`src/rtl/reorder_buffer_pkg.sv`:
```
// reorder_buffer_pkg: shared sizes, types and tag helpers for the reorder buffer
package reorder_buffer_pkg;
    localparam int ROB_SIZE     = 16;
    localparam int ROB_ID_WIDTH = 5;
    localparam int DATA_WIDTH   = 32;
    localparam int REG_WIDTH    = 5;
    localparam int PTR_WIDTH    = $clog2(ROB_SIZE);

    typedef logic [ROB_ID_WIDTH-1:0] rob_id_t;
    typedef logic [REG_WIDTH-1:0]    reg_pos_t;
    typedef logic [DATA_WIDTH-1:0]   data_t;
    typedef logic [PTR_WIDTH-1:0]    ptr_t;
    typedef logic [PTR_WIDTH:0]      count_t;

    localparam rob_id_t  INVALID_ROB = '0;
    localparam rob_id_t  MAX_TAG     = rob_id_t'(ROB_SIZE);
    localparam count_t   FULL_COUNT  = count_t'(ROB_SIZE);
    localparam reg_pos_t ZERO_REG    = '0;
    localparam logic     TRUE        = 1'b1;
    localparam logic     FALSE       = 1'b0;
    localparam data_t    NULL        = '0;

    typedef struct packed {
        logic     busy;
        logic     ready;
        reg_pos_t rd;
        logic     is_branch;
        logic     predicted;
        logic     jump;
        data_t    value;
        data_t    target;
    } rob_entry_t;

    // Tag = entry index + 1, so tag 0 can mean "no producer".
    function automatic ptr_t tag_to_idx(input rob_id_t tag);
        rob_id_t d;
        d = tag - 1'b1;
        return d[PTR_WIDTH-1:0];
    endfunction

    function automatic rob_id_t idx_to_tag(input ptr_t idx);
        return rob_id_t'(idx) + 1'b1;
    endfunction

    function automatic logic tag_valid(input rob_id_t tag);
        return tag != INVALID_ROB && tag <= MAX_TAG;
    endfunction
endpackage

```
`src/rtl/reorder_buffer_query_port.sv`:
```
// reorder_buffer_query_port: combinational operand tag lookup with CDB bypass
//   query_id       tag being looked up (0 = no producer, never ready)
//   busy / ready   per-entry state vectors
//   values         per-entry captured results
//   cdb_*          current broadcast, forwarded when it targets query_id
//   query_ready    operand available; query_value its value
module reorder_buffer_query_port
    import reorder_buffer_pkg::*;
(
    input  rob_id_t               query_id,
    input  logic [ROB_SIZE-1:0]   busy,
    input  logic [ROB_SIZE-1:0]   ready,
    input  data_t                 values [ROB_SIZE],
    input  logic                  cdb_valid,
    input  rob_id_t               cdb_id,
    input  data_t                 cdb_result,
    output logic                  query_ready,
    output data_t                 query_value
);
    ptr_t idx;
    logic live;
    logic fwd;
    always_comb begin
        idx         = tag_to_idx(query_id);
        live        = tag_valid(query_id) && busy[idx];
        fwd         = live && cdb_valid && cdb_id == query_id;
        query_ready = live && (ready[idx] || fwd);
        query_value = fwd ? cdb_result : values[idx];
    end
endmodule

```
`src/rtl/reorder_buffer.sv`:
```
// reorder_buffer: in-order retirement with CDB capture, operand queries and branch rollback
//   dispatch : enable/rd/is_branch/predicted from cmd; rob_id_to_cmd = next tag, full_to_cmd
//   cdb      : valid/rob_id/result/jump/target_pc broadcast capture
//   query1/2 : combinational operand lookups with same-cycle CDB forwarding
//   commit   : commit_sign/V/Q/rd to the register block, one retire per cycle
//   rollback : rollback_sign + target_pc_to_if on a mispredicted retiring branch
module reorder_buffer
    import reorder_buffer_pkg::*;
(
    input  logic     clk,
    input  logic     rst,
    input  logic     enable_sign_from_cmd,
    input  reg_pos_t rd_from_cmd,
    input  logic     is_branch_from_cmd,
    input  logic     predicted_jump_from_cmd,
    output rob_id_t  rob_id_to_cmd,
    output logic     full_to_cmd,
    input  logic     valid_sign_from_cdb,
    input  rob_id_t  rob_id_from_cdb,
    input  data_t    result_from_cdb,
    input  logic     jump_from_cdb,
    input  data_t    target_pc_from_cdb,
    input  rob_id_t  query1_id_from_cmd,
    input  rob_id_t  query2_id_from_cmd,
    output logic     query1_ready_to_cmd,
    output logic     query2_ready_to_cmd,
    output data_t    query1_value_to_cmd,
    output data_t    query2_value_to_cmd,
    output logic     commit_sign_to_reg,
    output data_t    V_to_reg,
    output rob_id_t  Q_to_reg,
    output reg_pos_t rd_to_reg,
    output logic     rollback_sign,
    output data_t    target_pc_to_if
);
    rob_entry_t          entries [ROB_SIZE];
    ptr_t                head;
    ptr_t                tail;
    count_t              count;
    logic [ROB_SIZE-1:0] busy_vec;
    logic [ROB_SIZE-1:0] ready_vec;
    data_t               value_vec [ROB_SIZE];
    rob_entry_t          head_e;
    ptr_t                cdb_idx;
    logic                cdb_hit;
    logic                do_commit;
    logic                do_rollback;
    logic                do_dispatch;

    for (genvar i = 0; i < ROB_SIZE; i++) begin : g_vec
        assign busy_vec[i]  = entries[i].busy;
        assign ready_vec[i] = entries[i].ready;
        assign value_vec[i] = entries[i].value;
    end

    // Dispatch is refused both in the cycle a rollback is decided and in the
    // following cycle while rollback_sign is still flushing the other units.
    always_comb begin
        head_e        = entries[head];
        do_commit     = head_e.busy && head_e.ready;
        do_rollback   = do_commit && head_e.is_branch && head_e.jump != head_e.predicted;
        full_to_cmd   = count == FULL_COUNT;
        do_dispatch   = enable_sign_from_cmd && !full_to_cmd && !rollback_sign && !do_rollback;
        cdb_idx       = tag_to_idx(rob_id_from_cdb);
        cdb_hit       = valid_sign_from_cdb && tag_valid(rob_id_from_cdb) && entries[cdb_idx].busy;
        rob_id_to_cmd = idx_to_tag(tail);
    end

    always_ff @(posedge clk) begin
        if (rst) begin
            for (int i = 0; i < ROB_SIZE; i++) entries[i] <= '0;
            head               <= '0;
            tail               <= '0;
            count              <= '0;
            commit_sign_to_reg <= FALSE;
            V_to_reg           <= NULL;
            Q_to_reg           <= INVALID_ROB;
            rd_to_reg          <= ZERO_REG;
            rollback_sign      <= FALSE;
            target_pc_to_if    <= NULL;
        end else begin
            commit_sign_to_reg <= do_commit;
            rollback_sign      <= do_rollback;
            target_pc_to_if    <= do_rollback ? head_e.target : NULL;
            if (do_commit) begin
                V_to_reg  <= head_e.value;
                Q_to_reg  <= idx_to_tag(head);
                rd_to_reg <= head_e.rd;
            end
            if (do_rollback) begin
                for (int i = 0; i < ROB_SIZE; i++) entries[i] <= '0;
                head  <= '0;
                tail  <= '0;
                count <= '0;
            end else begin
                if (cdb_hit) begin
                    entries[cdb_idx].value  <= result_from_cdb;
                    entries[cdb_idx].jump   <= jump_from_cdb;
                    entries[cdb_idx].target <= target_pc_from_cdb;
                    entries[cdb_idx].ready  <= TRUE;
                end
                // Later writes win: a retiring head is cleared after any late CDB write.
                if (do_commit) begin
                    entries[head] <= '0;
                    head          <= head + 1'b1;
                end
                if (do_dispatch) begin
                    entries[tail] <= '{busy: TRUE, ready: FALSE, rd: rd_from_cmd,
                                       is_branch: is_branch_from_cmd,
                                       predicted: predicted_jump_from_cmd,
                                       jump: FALSE, value: NULL, target: NULL};
                    tail          <= tail + 1'b1;
                end
                count <= count + count_t'(do_dispatch) - count_t'(do_commit);
            end
        end
    end

    reorder_buffer_query_port u_query1 (
        .query_id    (query1_id_from_cmd),
        .busy        (busy_vec),
        .ready       (ready_vec),
        .values      (value_vec),
        .cdb_valid   (valid_sign_from_cdb),
        .cdb_id      (rob_id_from_cdb),
        .cdb_result  (result_from_cdb),
        .query_ready (query1_ready_to_cmd),
        .query_value (query1_value_to_cmd)
    );

    reorder_buffer_query_port u_query2 (
        .query_id    (query2_id_from_cmd),
        .busy        (busy_vec),
        .ready       (ready_vec),
        .values      (value_vec),
        .cdb_valid   (valid_sign_from_cdb),
        .cdb_id      (rob_id_from_cdb),
        .cdb_result  (result_from_cdb),
        .query_ready (query2_ready_to_cmd),
        .query_value (query2_value_to_cmd)
    );
endmodule

```
`config.mk`:
```
export PLATFORM = sky130hd
export DESIGN_NAME = reorder_buffer
export DESIGN_NICKNAME = d
export VERILOG_FILES = /design/src/rtl/reorder_buffer_pkg.sv /design/src/rtl/reorder_buffer_query_port.sv /design/src/rtl/reorder_buffer.sv
export SDC_FILE = /design/constraint.sdc
export NUM_CORES = 2
export LEC_CHECK = 0
export CAP_MARGIN = 40
export CORE_UTILIZATION = 60
export CTS_BUF_LIST = sky130_fd_sc_hd__clkbuf_16
export CTS_CLUSTER_DIAMETER = 60
export DETAILED_ROUTE_END_ITERATION = 7
export GPL_TIMING_DRIVEN = 0
export PLACE_DENSITY_LB_ADDON = 0.08
export SLEW_MARGIN = 10
export SYNTH_ARGS = -nofsm -noshare
export SYNTH_HDL_FRONTEND = slang
export SYNTH_SLANG_ARGS = --single-unit
```
`constraint.sdc`:
```
create_clock -name clk -period 5.7 [get_ports clk]
set_input_delay 0.855 -clock clk [delete_from_list [all_inputs] [get_ports clk]]
set_output_delay 0.855 -clock clk [all_outputs]
set_load 0.01 [all_outputs]
```
==> impl_results.md <==
* TNS Setup at -0.1255 ns
* Die Footprint at approximately 110000 um^2
* Layout cells sized above 1 at 0.2571
* Post-synthesis cell count at around 5500
* Synth Area per Inst at 12.33 um^2
* Req. time, crit path at 4.85 ns
* R2r setup slk at 0.56 ns
* DP Cell Count at 7296
* CP Cell Sequence: clkbuf_2 > clkbuf_2 > buf_8 > buf_12 > buf_12 > inv_1 > ha_4 > buf_6 > clkbuf_2 > buf_6 > clkbuf_8 > buf_8 > mux4_2 > mux4_2 > mux2_2 > clkdlybuf4s50_1
* Max reg flops at between 1000 and 1500
* Slew Viols, Final at 0
* Synthesis Warnings at 0
* Min Clock Period, post-route at 5.733 ns
* Total power at roughly 20 mW
* Max-Cap Viols at 0
* Relative slew slack at 0.3010
* I/O Buffers at 201
* Max incr delay on CP at 0.54 ns
* Die width at 337.1 um
* Synth area leader: dfxtp_1
* First drt pass iteration count at 8
* Netlist cell types at a little under 60
* Hold_sp: V_to_reg[20]
* Non-Filler Instances at 7580
* # clock sinks at 1277
* Yosys top cell area share at 0.3461
* Vias/cell at 7.406
* Sequential share of the synthesized area at 0.3960
* CTS tree: built
* Initial antenna violation count at 22
* Final hold slack at around 0.45 ns
* First-pass GRT wire length at between 300000 and 400000 um
* Via count at about 56000
* Type of origin of the critical path: input port
* R2R cell count at 20
* Top_reg_cell synth: dfxtp_1
* Total GRT Usage at 0.4811
* Num CTS Buffers at between 100 and 150
* Peak supply drop at ~0.00030 V
* Synth-to-Final Area Change at 15.88%
* DRT Wirelength at 274200 um
* Outcome: finished, violations left
* Crit. End Element: primary output
* Final hold violation count at 0
* PnR worst setup slack at -0.03279 ns
* Final net count at roughly 6000
* Critical path class: input port to primary output
* Failing checks: DRC, setup timing
* R2r endpoint: count[4]
* Hold depth at 2
* Vias in the first global route at 54130
* Initial detailed-routing violation count at 8182
* Tcrit/Tclk final at 1.006
* Slowest cell on crit path: mux4_2
* Fmax at 174.4 MHz
* Min-Delay Endpoint: V_to_reg[20]
* Core area at 111000 um^2
* Largest cells by area after synthesis: dfxtp_1 35%, mux4_2 24%, mux2i_1 15%, nor3_1 6.4%, edfxtp_1 5.0%
* H-tree depth at 4
* ANT nets after route at 0
* Clk slew on worst S/H paths at 0.06 ns
* Syn nets at 5579
* Fillers at 8084
* Largest net degree at the start of global routing at 17
* Lkg Pwr at ~26 nW
* Hold WC Path Type: flop to flop
* DP HPWL at 196400 um
* Worst Tran Pin Value at 1.048 ns
* Worst skew pair latency at 0.79 ns
* Cell mode on critical path: clkbuf_2
* Final Wtd Congestion at between 1 and 1.5
* Wire length per cell at between 30 and 40 um
* Mapped cell area at 67390 um^2
* Gr ovfl total at 0
* Worst Path Max Fanout at 10
* Synth Register Bits at 1277
* Initial Utilization at 0.6073
* Die Y at 337.1 um
* Fin util at 0.7037
* CTS max path bufs at 3
* Final Setup Violations at 10
* Post-synth EDFFs at between 100 and 150
* Async SR Flop Fraction at 0
* Number of remaining DRC errors at 1
* Critical Path AT at 4.88 ns
* Pwr Density at 259.9 nW/um^2
* Root buffer cell: clkbuf_16
* Rows at 122
* IO Count at 239
* Fin Clk Skew at roughly 0.038 ns
## area by class of cell
cell class,count,area [um^2],area share
multi-input cells,3439,37370,0.4786
diodes,17,42.54,0.0005448
repair buffers,358,3981,0.05098
flip-flops and latches,1277,26690,0.3417
clock buffers,145,3628,0.04646
inverters,47,176.4,0.002259
well taps,1488,1862,0.02384
plain buffers,698,3347,0.04286
clock inverters,111,996.0,0.01275
## per-stage QoR
stage               cell area (um^2)  setup WS, ns
floorplan                      67390        0.3724
global placement               71270        -3.016
detailed placement             73130        -1.537
CTS                            77900      0.003487
global route                   78060     -0.008540
finish                         78090      -0.03279
## cells in the mapped netlist, types with 49 or more instances
cell type and instances:
clkbuf_1 424, dfxtp_1 1165, buf_6 52, nor2_1 74
mux2_2 66, a211oi_1 68, mux4_2 707, edfxtp_1 112
a21oi_1 49, nor4_2 159, buf_2 131, nand2_1 115
buf_1 82, nor3_1 858, mux2i_1 1043
## how the worst max path moves through the flow
stage	from	end	slack (ns)	depth (start not counted)
2_1_floorplan	query2_id_from_cmd[0]	query2_value_to_cmd[0]	0.37	12
3_3_place_gp	query2_id_from_cmd[0]	query2_value_to_cmd[23]	-3.02	13
3_5_place_dp	query2_id_from_cmd[0]	query2_value_to_cmd[22]	-1.54	17
4_1_cts	query2_id_from_cmd[0]	query2_value_to_cmd[11]	0.003	13
5_1_grt	query2_id_from_cmd[0]	query2_value_to_cmd[15]	-0.009	15
6_report	query2_id_from_cmd[0]	query2_value_to_cmd[22]	-0.03	16
## per-layer routing
metal	part of all wire	up-vias	global-route usage	routed length (um)
met5	0.0010	-	0.003404	280
met4	0.085	30	0.3414	23420
met3	0.16	1237	0.2111	42970
met2	0.42	4928	0.6758	114500
met1	0.34	27823	0.5897	93030
li1	-	22116	-	-
## critical path: cells and delay by family
kind                     cells  cell delay [ns]
buffers and inverters       12             2.45
adder cells (fa/ha/maj)      1             0.35
multiplexers                 3             1.17
## where the power goes
group / internal (mW) / switching (mW)
Clock: 5.32 / 4.03
Sequential: 9.12 / 0.0399
Combinational: 0.537 / 1.25
## cell families (layout without fill, tap and decap cells)
| group | Yosys count | count (layout) | share of synthesized area |
|---|---|---|---|
| multiplexers | 1816 | 1816 | 0.4022 |
| AND/OR/NAND/NOR | 1378 | 1378 | 0.1205 |
| flip-flops | 1277 | 1277 | 0.3960 |
| buffers and inverters | 748 | 1359 | 0.05056 |
| AO/OA/AOI/OAI | 188 | 188 | 0.02157 |
| XOR/XNOR | 33 | 33 | 0.004567 |
| adder cells (fa/ha/maj) | 24 | 24 | 0.004567 |
| other | 0 | 17 | 0 |
## cell usage in the layout, fill, tap and decap left out, drive strengths merged, types with 18 or more instances in the layout
cell type      instances
mux2                  66
nor4                 201
nor2b                 46
nand2                115
dfxtp               1165
clkdlybuf4s50        200
mux2i               1043
inv                   86
xor2                  18
mux4                 707
and3                  23
edfxtp               112
clkbuf               564
a21oi                 49
clkinv                53
a211oi                68
nor2                  74
nor3                 867
ha                    23
buf                  436
## repair_timing
action	in CTS	in global routing
cloned	0	1
setup endpoints to repair	66	61
pin swaps	0	1
hold buffers	0	0
setup buffers	1	2
resized for setup	51	11
(Power assumes the default switching activity.)
